**src/rtl/conv_output_writer.sv**
```systemverilog
// Requantising output writer: accepts wide accumulator beats, writes 16-bit results to dom RAM.
// Latency: RAM write 1 cycle after handshake; done pulses 2 cycles after the final handshake.
// Backpressure: result_ready is high only in RUN; upstream stalls in IDLE/DRAIN/DONE.
//
// Ports:
//   clk, reset          single clock domain, synchronous active-high reset
//   start               one-cycle pulse that arms a new frame (honoured in IDLE only)
//   result_valid/ready  valid/ready handshake for accumulator beats
//   result_data/last    signed accumulator value, end-of-frame marker
//   dut__dom__*         output RAM port: address, data, enable, write
//   done                one-cycle pulse when the frame's final write has been issued
//   sat_count           clamp events in the current frame, sticks at 255
//
// Optional build macro: RELU_EN -- when defined, negative results (after
// saturation) are written as zero. Negative clamps are still counted.

module conv_output_writer #(
  parameter int ACC_W  = 32,
  parameter int SHIFT  = 8,
  parameter int DEPTH  = 8,
  parameter int ADDR_W = 3
) (
  input  logic              clk,
  input  logic              reset,
  input  logic              start,
  input  logic              result_valid,
  output logic              result_ready,
  input  logic [ACC_W-1:0]  result_data,
  input  logic              result_last,
  output logic [ADDR_W-1:0] dut__dom__address,
  output logic [15:0]       dut__dom__data,
  output logic              dut__dom__enable,
  output logic              dut__dom__write,
  output logic              done,
  output logic [7:0]        sat_count
);

  typedef enum logic [1:0] {
    IDLE  = 2'd0,
    RUN   = 2'd1,
    DRAIN = 2'd2,
    DONE  = 2'd3
  } state_t;

  localparam logic signed [ACC_W-1:0] SAT_MAX  = ACC_W'(32767);
  localparam logic signed [ACC_W-1:0] SAT_MIN  = ACC_W'(-32768);
  localparam logic [ADDR_W-1:0]       LAST_PTR = ADDR_W'(DEPTH - 1);

  state_t              state;
  logic [ADDR_W-1:0]   wr_ptr;
  logic                ready_q;
  logic                wr_en_q;
  logic [ADDR_W-1:0]   addr_q;
  logic [15:0]         data_q;
  logic                done_q;
  logic [7:0]          sat_q;

  logic                hs;
  logic                frame_end;
  logic signed [ACC_W-1:0] shifted;
  logic [15:0]         proc_data;
  logic                proc_sat;

  // ready_q mirrors (state == RUN); it is kept as its own register so the
  // handshake never depends on state decode.
  assign hs        = result_valid & ready_q;
  assign frame_end = result_last | (wr_ptr == LAST_PTR);

  // Requantisation: sign-preserving shift, then clamp to the int16 range.
  always_comb begin
    shifted   = $signed(result_data) >>> SHIFT;
    proc_sat  = 1'b0;
    proc_data = shifted[15:0];
    if (shifted > SAT_MAX) begin
      proc_data = 16'h7FFF;
      proc_sat  = 1'b1;
    end else if (shifted < SAT_MIN) begin
      proc_data = 16'h8000;
      proc_sat  = 1'b1;
    end
`ifdef RELU_EN
    // ReLU is applied after the clamp, so a negative clamp is still counted.
    if (proc_data[15]) begin
      proc_data = 16'h0000;
    end
`endif
  end

  always_ff @(posedge clk) begin
    if (reset) begin
      state   <= IDLE;
      wr_ptr  <= '0;
      ready_q <= 1'b0;
      wr_en_q <= 1'b0;
      addr_q  <= '0;
      data_q  <= '0;
      done_q  <= 1'b0;
      sat_q   <= '0;
    end else begin
      // Strobes default low; address/data hold their last written value.
      wr_en_q <= 1'b0;
      done_q  <= 1'b0;
      case (state)
        IDLE: begin
          if (start) begin
            state   <= RUN;
            ready_q <= 1'b1;
            wr_ptr  <= '0;
            sat_q   <= '0;
          end
        end
        RUN: begin
          if (hs) begin
            wr_en_q <= 1'b1;
            addr_q  <= wr_ptr;
            data_q  <= proc_data;
            if (proc_sat && (sat_q != 8'hFF)) begin
              sat_q <= sat_q + 8'd1;
            end
            if (frame_end) begin
              // Pointer is left at the final entry so it never wraps.
              state   <= DRAIN;
              ready_q <= 1'b0;
            end else begin
              wr_ptr <= wr_ptr + 1'b1;
            end
          end
        end
        DRAIN: begin
          // The final write is on the RAM port during this cycle.
          state  <= DONE;
          done_q <= 1'b1;
        end
        DONE: begin
          state <= IDLE;
        end
        default: begin
          state   <= IDLE;
          ready_q <= 1'b0;
        end
      endcase
    end
  end

  // A write pending from the previous handshake is visible in the cycle a
  // reset is raised; masking the strobe with reset drops that write instead of
  // letting it land in the RAM.
  assign dut__dom__enable  = wr_en_q & ~reset;
  assign dut__dom__write   = wr_en_q & ~reset;
  assign dut__dom__address = addr_q;
  assign dut__dom__data    = data_q;
  assign result_ready      = ready_q;
  assign done              = done_q;
  assign sat_count         = sat_q;

endmodule

```
**config.mk**
```make
export PLATFORM = sky130hd
export DESIGN_NAME = conv_output_writer
export DESIGN_NICKNAME = d
export VERILOG_FILES = /design/src/rtl/conv_output_writer.sv
export SDC_FILE = /design/constraint.sdc
export NUM_CORES = 1
export LEC_CHECK = 0
export ABC_CLOCK_PERIOD_IN_PS = 4300
export CAP_MARGIN = 20
export CELL_PAD_IN_SITES_DETAIL_PLACEMENT = 1
export CELL_PAD_IN_SITES_GLOBAL_PLACEMENT = 1
export CORE_MARGIN = 3
export CORE_UTILIZATION = 33
export CTS_CLUSTER_SIZE = 14
export DETAILED_ROUTE_END_ITERATION = 10
export MAX_ROUTING_LAYER = met4
export PLACE_DENSITY = 0.81
export SLEW_MARGIN = 10
export SYNTH_ARGS = -nofsm -noshare
export SYNTH_HDL_FRONTEND = slang
export SYNTH_SLANG_ARGS = --single-unit
```
**constraint.sdc**
```tcl
create_clock -name clk -period 4.3 [get_ports clk]
set_input_delay 0.86 -clock clk [delete_from_list [all_inputs] [get_ports clk]]
set_output_delay 0.86 -clock clk [all_outputs]
set_load 0.01 [all_outputs]
```
==> summary.txt <==
Synth
  – Mapped Nets: between 200 and 250
  – Post-synth ARST share: 0%
  – Post-Syn Area: ~1700 um^2
  – Commonest cells post-synth: dfxtp_1 (35), nand2_1 (28), a21oi_1 (27)
  – Register bit total from synthesis: 35
  – Primary FF master, synth: dfxtp_1
  – Post-synth cell types: 35
  – Area leader, netlist: dfxtp_1
  – Post-synth top area share: between 40% and 50%
  – Top-count cell post-synth: dfxtp_1
  – Syn Area/Cell: approximately 8.5 um^2
  – Synth warn: 0
  – Register area share after synthesis: 42.3%
  – Largest cells by area after synthesis: dfxtp_1 (42%), a21oi_1 (8.2%), o211ai_1 (7.3%)
  – Post-synth EDFFs: 0
  – Synth Instances: a little under 200

Global route
  – Vias in the first global route: about 1.7k
  – Gr ovfl total: 0
  – Initial antenna violation count: 0
  – All-Layer GR Usage: 17.3%
  – Pin count of the biggest net entering global routing: 33
  – First-pass GRT wire length: roughly 8.1 mm

Job
  – MaxCap Viol Count: 0

Timing
  – Setup_tns: 0 ns
  – Final setup viols: 0
  – Final period util: between 60% and 70%
  – Actual slew at the worst max-slew pin: 1.01 ns
  – Final min period: slightly below 3 ns
  – Final Hold Vio Count: 0
  – Fmax: between 0.3 and 0.4 GHz
  – Max transition margin: between 30 and 40%
  – Worst Skew: 0.00538 ns
  – Unrepaired setup endpoints after global routing: false
  – Slew Limit Fails: 0

Setup path
  – Arr. time, crit path: 2.07 ns
  – Kind of critical path: input pin to output port
  – Required @ worst endpoint: 3.44 ns
  – CP Capture Type: output port
  – CP Launch Type: input pin
  – Reg2Reg Depth: 7
  – Reg2Reg Setup Slack: about 2.2 ns
  – CP max FO: 2

Detailed routing
  – Remaining antenna violation count: 0
  – WL final: 4.83 mm
  – Vias per cell: ~5.2
  – DR iter-0 viols: 47
  – DRC Markers: 0
  – Pre-Repair DR Iteration Count: 4
  – Wirelength per Cell: 15.1 um
  – Routed vias: 1657

Floorplanning
  – Core area: ~4800 um^2
  – Row Count: 25
  – Die Area: slightly below 6000 um^2
  – Ports: 68
  – Starting Density: roughly a third
  – Die W: slightly below 80 um
  – Die extent in y: ~77 um

Status
  – Status: finished, final reports clean

Pwr
  – Peak supply drop: 0.260 mV
  – Leakage Power: 0.838 nW
  – Power per Cell Area: slightly above 400 nW/um^2

Clock tree
  – Sink Count: 35
  – Post-CTS repair timing setup buffer count: 0
  – TritonCTS Buffers: 5
  – H-tree depth: 2
  – Latest clock arrival within the worst-skew pair: just under 0.3 ns
  – CTS Buffer Depth: 2
  – Hold Buf Count CTS: 0
  – Clock-pin slew on the worst setup and hold paths: around 0.07 ns
  – Cts repair resizes: 0
  – Clock root cell: clkbuf_8
  – CTS tree: built

Cells and area
  – Share of layout cells above drive strength 1: 7.09%
  – Core Util, Final: between 50% and 60%
  – Synth-to-Final Area Change: 45.5%
  – Nets@finish: about 300
  – # diodes: 0

Placement
  – Port Buf Inserts: about 60
  – DPL Wire Length: roughly 3.5 mm
  – Placer Congestion: just over 0.7

Min path
  – Hold Path Class: flip-flop to flip-flop
  – Hold path depth: 2
[state kept, by name (all words and copies together), names as in the netlist]
name               flops
done                   1
wr_ptr                 3
sat_count              8
result_ready           1
state                  2
dut__dom__address      3
dut__dom__data        16
wr_en_q                1
[kinds of logic after synthesis]
| kind of cell | share of synthesized area (%) |
|---|---|
| AO/OA/AOI/OAI | 21.8 |
| adder cells (fa/ha/maj) | 4.53 |
| multiplexers | 3.10 |
| AND/OR/NAND/NOR | 23.8 |
| flip-flops | 42.3 |
| buffers and inverters | 4.53 |
[final timing paths]
kind | from | to
max | reset | dut__dom__write
min | dut__dom__data[13]$_SDFFE_PP0P_ | dut__dom__data[13]$_SDFFE_PP0P_
max reg2reg | state[1]$_SDFFE_PP0P_ | sat_count[7]$_SDFFE_PP0P_
min reg2reg | dut__dom__data[13]$_SDFFE_PP0P_ | dut__dom__data[13]$_SDFFE_PP0P_
[final cells by class]
| class | instances | area (um^2) |
|---|---|---|
| Multi-Input combinational cell | 144 | 881 |
| Sequential cell | 35 | 701 |
| Fill cell | 581 | 2370 |
| Inverter | 6 | 22.5 |
| Tap cell | 67 | 83.8 |
| Clock buffer | 6 | 82.6 |
| Timing Repair Buffer | 61 | 606 |
| Clock inverter | 2 | 35.0 |
[layer usage]
metal  up-vias  GRT usage [%]  part of all wire (%)
met2        44           28.7                    50
met1       779           20.1                    44
li1        820              -                     -
met5         -              -                     0
met4         0           6.52                   2.9
met3        14           4.11                   3.4
[worst max-delay path, stage by stage]
cell             delay [ns]
clkdlybuf4s50_1        0.46
nor2b_1                0.18
clkdlybuf4s50_1        0.56
[layout by cell type, fill, tap and decap left out, types with 2 or more instances in the layout]
cell              n
nor2_1           11
nand4_1           2
inv_1             6
or4_1             4
ha_1              6
a21oi_1          27
o31ai_1           3
nand3_1           8
nand2_1          28
nor3b_1           2
o21ai_0           5
mux2i_1           4
and4_4            2
nor2b_1           4
buf_4             2
o21ai_1           3
o211ai_1         16
clkdlybuf4s50_1  59
dfxtp_1          35
nor3_1            4
nand2b_1          2
clkbuf_8          6
[through the flow]
step                std cells  hold WS [ns]  setup slack [ns]  instance area (um^2)  power, mW
floorplan                 196         0.445              2.00                  1660      0.588
global placement          312         0.439              1.36                  2290      0.677
detailed placement        312         0.445              1.37                  2290      0.690
CTS                       320         0.458              1.35                  2400       1.01
global route              321         0.483              1.29                  2410       1.06
finish                    321         0.454              1.37                  2410       1.00
[power breakdown]
part	switching [mW]	internal, mW	leakage [nW]
Clock	0.127	0.188	0.0612
Sequential	0.0224	0.352	0.283
Combinational	0.177	0.134	0.494
Note: power is estimated with default switching activity, not from simulation.
